[src/rtl/csa_accum_ctrl_if.sv]
// csa_accum_ctrl_if
//   Bundles the job-control, operand-input and result-output signals of the
//   carry-save accumulation controller.
//
//   Handshake rule for both streams: a transfer happens on a rising clk edge
//   where valid and ready are both high. valid never waits for ready, and a
//   source holds its data stable until the transfer happens.
//
//   Signals (direction seen from the controller, modport slave):
//     start     in   pulse that begins a job, sampled only while idle
//     op_count  in   operands in the job, sampled with start
//     in_valid  in   operand valid
//     in_data   in   operand, unsigned
//     in_ready  out  controller accepts an operand this cycle
//     out_valid out  result valid
//     out_data  out  resolved sum, unsigned
//     out_ready in   consumer accepts the result
//     busy      out  controller is not idle
//   modport master is the operand source / result consumer side.
interface csa_accum_ctrl_if #(
    parameter int W     = 8,
    parameter int CNT_W = 4,
    parameter int AW    = W + CNT_W
) ();
    logic             start;
    logic [CNT_W-1:0] op_count;
    logic             in_valid;
    logic [W-1:0]     in_data;
    logic             in_ready;
    logic             out_valid;
    logic [AW-1:0]    out_data;
    logic             out_ready;
    logic             busy;

    modport slave (
        input  start, op_count, in_valid, in_data, out_ready,
        output in_ready, out_valid, out_data, busy
    );

    modport master (
        output start, op_count, in_valid, in_data, out_ready,
        input  in_ready, out_valid, out_data, busy
    );
endinterface

[src/rtl/csa_accum_ctrl.sv]
// csa_accum_ctrl
//   Folds a stream of W-bit unsigned operands into a redundant sum/carry
//   pair with one 3:2 compression per accepted operand, then performs a
//   single carry-propagate add and offers the AW-bit total to a consumer.
//
//   Ports:
//     clk        rising-edge system clock
//     rst_n      asynchronous active-low reset
//     bus        csa_accum_ctrl_if.slave (start/op_count, operand stream,
//                result stream, busy)
//     state_dbg  current FSM state encoding (IDLE=0, ACCUM=1, RESOLVE=2,
//                DONE=3)
module csa_accum_ctrl #(
    parameter int W     = 8,
    parameter int CNT_W = 4,
    parameter int AW    = W + CNT_W
) (
    input  logic                clk,
    input  logic                rst_n,
    csa_accum_ctrl_if.slave     bus,
    output logic [1:0]          state_dbg
);

    typedef enum logic [1:0] {
        IDLE    = 2'd0,
        ACCUM   = 2'd1,
        RESOLVE = 2'd2,
        DONE    = 2'd3
    } state_t;

    state_t           state, state_n;
    logic [AW-1:0]    sum_q, sum_n;
    logic [AW-1:0]    carry_q, carry_n;
    logic [CNT_W-1:0] count_q, count_n;
    logic [AW-1:0]    out_q, out_n;

    logic [AW-1:0]    x;
    logic [AW-1:0]    csa_sum;
    logic [AW-1:0]    csa_maj;

    // 3:2 compressor: the majority term moves one bit left to become the
    // new carry vector; its top bit falls off, which is harmless because the
    // true total always fits in AW bits.
    assign x       = AW'(bus.in_data);
    assign csa_sum = sum_q ^ carry_q ^ x;
    assign csa_maj = (sum_q & carry_q) | (sum_q & x) | (carry_q & x);

    always_ff @(posedge clk or negedge rst_n) begin
        if (!rst_n) begin
            state   <= IDLE;
            sum_q   <= '0;
            carry_q <= '0;
            count_q <= '0;
            out_q   <= '0;
        end else begin
            state   <= state_n;
            sum_q   <= sum_n;
            carry_q <= carry_n;
            count_q <= count_n;
            out_q   <= out_n;
        end
    end

    always_comb begin
        state_n = state;
        sum_n   = sum_q;
        carry_n = carry_q;
        count_n = count_q;
        out_n   = out_q;

        case (state)
            IDLE: begin
                if (bus.start) begin
                    sum_n   = '0;
                    carry_n = '0;
                    count_n = bus.op_count;
                    // An empty job still goes through RESOLVE so it reports
                    // a zero total with the same latency as any other job.
                    state_n = (bus.op_count != '0) ? ACCUM : RESOLVE;
                end
            end
            ACCUM: begin
                if (bus.in_valid) begin
                    sum_n   = csa_sum;
                    carry_n = {csa_maj[AW-2:0], 1'b0};
                    count_n = count_q - 1'b1;
                    if (count_q == CNT_W'(1)) begin
                        state_n = RESOLVE;
                    end
                end
            end
            RESOLVE: begin
                out_n   = sum_q + carry_q;
                state_n = DONE;
            end
            DONE: begin
                if (bus.out_ready) begin
                    state_n = IDLE;
                end
            end
            default: begin
                state_n = IDLE;
            end
        endcase
    end

    assign bus.in_ready  = (state == ACCUM);
    assign bus.out_valid = (state == DONE);
    assign bus.out_data  = out_q;
    assign bus.busy      = (state != IDLE);
    assign state_dbg     = state;

endmodule

[src/flat_wrapper.sv]
// flat-port wrapper written by rule: the top's interface ports become plain ports
module csa_accum_ctrl_flat 
#(
    parameter int W     = 8,
    parameter int CNT_W = 4,
    parameter int AW    = W + CNT_W
)
  (clk, rst_n, state_dbg, bus_start, bus_op_count, bus_in_valid, bus_in_data, bus_out_ready, bus_in_ready, bus_out_valid, bus_out_data, bus_busy);
  csa_accum_ctrl_if #(.W(W), .CNT_W(CNT_W), .AW(AW)) bus_i ();
  input  logic clk;
  input  logic rst_n;
  output logic [1:0] state_dbg;
  input wire logic [$bits(bus_i.start)-1:0] bus_start;
  input wire logic [$bits(bus_i.op_count)-1:0] bus_op_count;
  input wire logic [$bits(bus_i.in_valid)-1:0] bus_in_valid;
  input wire logic [$bits(bus_i.in_data)-1:0] bus_in_data;
  input wire logic [$bits(bus_i.out_ready)-1:0] bus_out_ready;
  output wire logic [$bits(bus_i.in_ready)-1:0] bus_in_ready;
  output wire logic [$bits(bus_i.out_valid)-1:0] bus_out_valid;
  output wire logic [$bits(bus_i.out_data)-1:0] bus_out_data;
  output wire logic [$bits(bus_i.busy)-1:0] bus_busy;
  assign bus_i.start = bus_start;
  assign bus_i.op_count = bus_op_count;
  assign bus_i.in_valid = bus_in_valid;
  assign bus_i.in_data = bus_in_data;
  assign bus_i.out_ready = bus_out_ready;
  assign bus_in_ready = bus_i.in_ready;
  assign bus_out_valid = bus_i.out_valid;
  assign bus_out_data = bus_i.out_data;
  assign bus_busy = bus_i.busy;
  csa_accum_ctrl #(.W(W), .CNT_W(CNT_W), .AW(AW)) u_core (.clk(clk), .rst_n(rst_n), .bus(bus_i), .state_dbg(state_dbg));
endmodule
[config.mk]
export PLATFORM = sky130hd
export DESIGN_NAME = csa_accum_ctrl_flat
export DESIGN_NICKNAME = d
export VERILOG_FILES = /design/src/rtl/csa_accum_ctrl_if.sv /design/src/rtl/csa_accum_ctrl.sv /design/src/flat_wrapper.sv
export SDC_FILE = /design/constraint.sdc
export NUM_CORES = 1
export LEC_CHECK = 0
export CORE_UTILIZATION = 35
export CTS_CLUSTER_DIAMETER = 60
export CTS_CLUSTER_SIZE = 40
export DETAILED_ROUTE_END_ITERATION = 12
export PLACE_DENSITY = 0.66
export SLEW_MARGIN = 25
export SYNTH_ARGS = -nofsm -noshare
export SYNTH_HDL_FRONTEND = slang
export SYNTH_SLANG_ARGS = --single-unit
[constraint.sdc]
create_clock -name clk -period 2.68 [get_ports clk]
set_input_delay 0.402 -clock clk [delete_from_list [all_inputs] [get_ports clk]]
set_output_delay 0.402 -clock clk [all_outputs]
set_load 0.02 [all_outputs]
==> out/results.txt <==
routed len/inst -> 15.43 µm
drt pass-1 iters -> 6
total of max-cap violations -> 0
Clock Path Buffers -> 2
GRT overflow -> 0
die area -> 7170 µm²
Worst path slowest cell -> fa_1
Core ar. -> 6459 µm²
PwrDens -> 961.6 nW/µm²
largest net degree at the start of global routing -> 42
Total Neg Setup Slack -> 0 ns
worst slack at placement -> 0.3908 ns
Via Count -> 1790
Synth top area share -> 0.4289
Routed Antenna Nets -> 0
FF-to-FF Start -> u_core.carry_q[1]
CTS tree -> yes
worst r2r dst -> u_core.bus.out_data[11]
Max Fclk -> 434.2 MHz
post-layout util -> 0.4456
hold-fix buffer count after cts -> 0
reg2reg path depth -> 6
RePlAce Congestion -> 0.7601
htree depth -> 2
WP data arrival -> 2.49 ns
Layout area overhead -> 20.29%
Critical Path RT -> 2.87 ns
placed wire-length estimate -> 3.615 mm
r2r setup slk -> 0.38 ns
vias per inst -> 5.457
first-pass GRT wire length -> 8.797 mm
maximum vdd drop -> 0.0003301 V
final-report setup violation count -> 0
Sequential Area -> 1026 µm²
setup ws final -> 0.3768 ns
fin. max-slew vios -> 0
RSZ-0062 raised after global routing -> no
vias in the first global route -> 1859
status -> complete, no violations
layout cells sized above 1 -> 0.08765
Gate Count Post-Synth -> 218
clock latency at the later pin of the worst-skew pair -> 0.29 ns
leading area contributor after synthesis -> dfrtp_1
crit-path leading delay family -> compound AO/OA/AOI/OAI gates
asr flop ratio synth -> 1.000
# nets final -> 293
crit path from -> u_core.carry_q[1]
Worst slew margin -> 0.5341
syn_area_per_cell -> 10.97 µm²
number of antenna violations at the first check in global routing -> 0
cell repeated most along the worst path -> a211o_1
Worst-path clk slew -> 0.08 ns
Worst Path Max Fanout -> 4
Top Ports -> 34
chip height -> 84.68 µm
flops & latches, synth -> 41
GRT Overall Usage -> 0.1567
Final Hold Fails -> 0
Root Driver -> clkbuf_8
CTS Buf Count -> 5
starting density of the core -> 0.3704
PortBufs -> 33
Post-Syn Area -> 2392 µm²
Worst Setup EP -> u_core.bus.out_data[11]
drt drc -> 0
post-synth cell types -> 44
worst path bufs/invs -> 0
antenna cells -> 0
crit path kind -> reg2reg
footprint of the multi-input gates -> 1266 µm²
crit path cell chain -> ha_1, fa_1, a211oi_1, o21bai_1, a211o_1, a211o_1
Routed Wire Length -> 5.061 mm
clk_skew -> 0.008913 ns
Cell Area, Placed -> 2789 µm²
Rows -> 29
syn nets -> 260
post-CTS resize count -> 0
Worst Setup Start Kind -> register
Seq/Total Area, Yosys -> 0.4289
initial drt markers -> 79
Synth area leaders -> dfrtp_1 (43%), ha_1 (8.9%), a22o_1 (7.7%)
EDFF count, synth -> 0
Primary FF master, synth -> dfrtp_1
post-CTS setup buffers -> 0
post-route design area -> 2878 µm²
worst slew pin tran -> 0.6957 ns
CTS Sinks -> 41
Synthesis Warnings -> 0
Die Wd -> 84.68 µm
crit end category -> register
Leak -> 1.357 nW
FILL cells -> 636
WP depth -> 6
worst min path class -> in2async
crit-path max cell delay -> 0.43 ns
Final Cycle Share -> 0.8594
Min Hold Slack -> 0.08014 ns
Tmin final -> 2.303 ns
==> report_power, final <==
part | switching, mW | internal (mW) | total [mW]
sequential | 0.163 | 0.800 | 0.963
clock | 0.205 | 0.204 | 0.409
combinational | 0.771 | 0.625 | 1.40
==> Yosys cell counts (all sizes together) (2+ instances only) <==
cell type / number
a2111o: 2
a211o: 3
a211oi: 5
a21o: 3
a21oi: 9
a22o: 22
and3: 3
buf: 7
clkbuf: 4
dfrtp: 41
fa: 8
ha: 17
inv: 12
mux2: 5
mux2i: 2
nand2: 15
nand2b: 4
nand3: 2
nand4: 2
nor2: 4
nor3: 4
nor4: 2
o211ai: 2
o21ai: 12
o21bai: 2
o2bb2ai: 2
o311ai: 5
or2: 4
or3: 2
xnor2: 2
==> final cells by class <==
| cell class | instances | share of cell area |
|---|---|---|
| multi-input combinational | 154 | 0.4400 |
| sequential | 41 | 0.3565 |
| timing repair buffer | 37 | 0.1243 |
| tap | 77 | 0.03348 |
| clock buffer | 7 | 0.03000 |
| inverter | 12 | 0.01565 |
==> cells in the final DEF (no fill, tap or decap), types with 3 or more instances in the layout <==
master	Yosys	routed
a211o_1	3	3
a211oi_1	5	5
a21o_1	3	3
a21oi_1	9	9
a22o_1	21	21
and3_1	3	3
buf_4	0	5
clkbuf_8	0	6
clkdlybuf4s50_1	0	32
dfrtp_1	41	41
fa_1	8	8
ha_1	17	17
inv_1	12	12
mux2_2	5	5
nand2_1	15	15
nand2b_1	4	4
nor2_1	4	4
nor3_1	4	4
o21ai_0	12	12
o311ai_0	5	5
or2_2	4	4
==> stage by stage <==
stage	instances	total power [mW]
after floorplan	218	1.912
after global placement	321	2.347
after detailed placement	321	2.378
after CTS	328	2.802
after global routing	328	3.009
final	328	2.767
==> worst min-delay path by stage <==
stage,end,depth (start not counted)
after floorplan,u_core.bus.out_data[0],0
after global placement,u_core.sum_q[11],1
after detailed placement,u_core.bus.out_data[4],1
after CTS,u_core.bus.out_data[3],1
after global routing,u_core.bus.out_data[3],1
final,u_core.bus.out_data[3],1
==> per-layer routing <==
layer	global-route usage	part of all wire
met4	0.04622	0.014
met1	0.2063	0.49
met5	0	0
met3	0.03835	0.026
met2	0.2565	0.46
==> logic make-up after synthesis <==
| logic type | synth area share |
|---|---|
| AOI/OAI and AO/OA | 0.2301 |
| and+or+nand+nor | 0.1004 |
| DFF | 0.4289 |
| adders and majority gates | 0.1559 |
| buffers and inverters | 0.04183 |
| muxes | 0.03190 |
| xor gates and xnor gates | 0.01099 |
==> state kept, by name, indices dropped and copies added (netlist names) <==
register and flops:
u_core.count_q 4, u_core.sum_q 12, u_core.bus.out_data 12, u_core.carry_q 11, u_core.state_dbg 2
(Power assumes the default switching activity.)
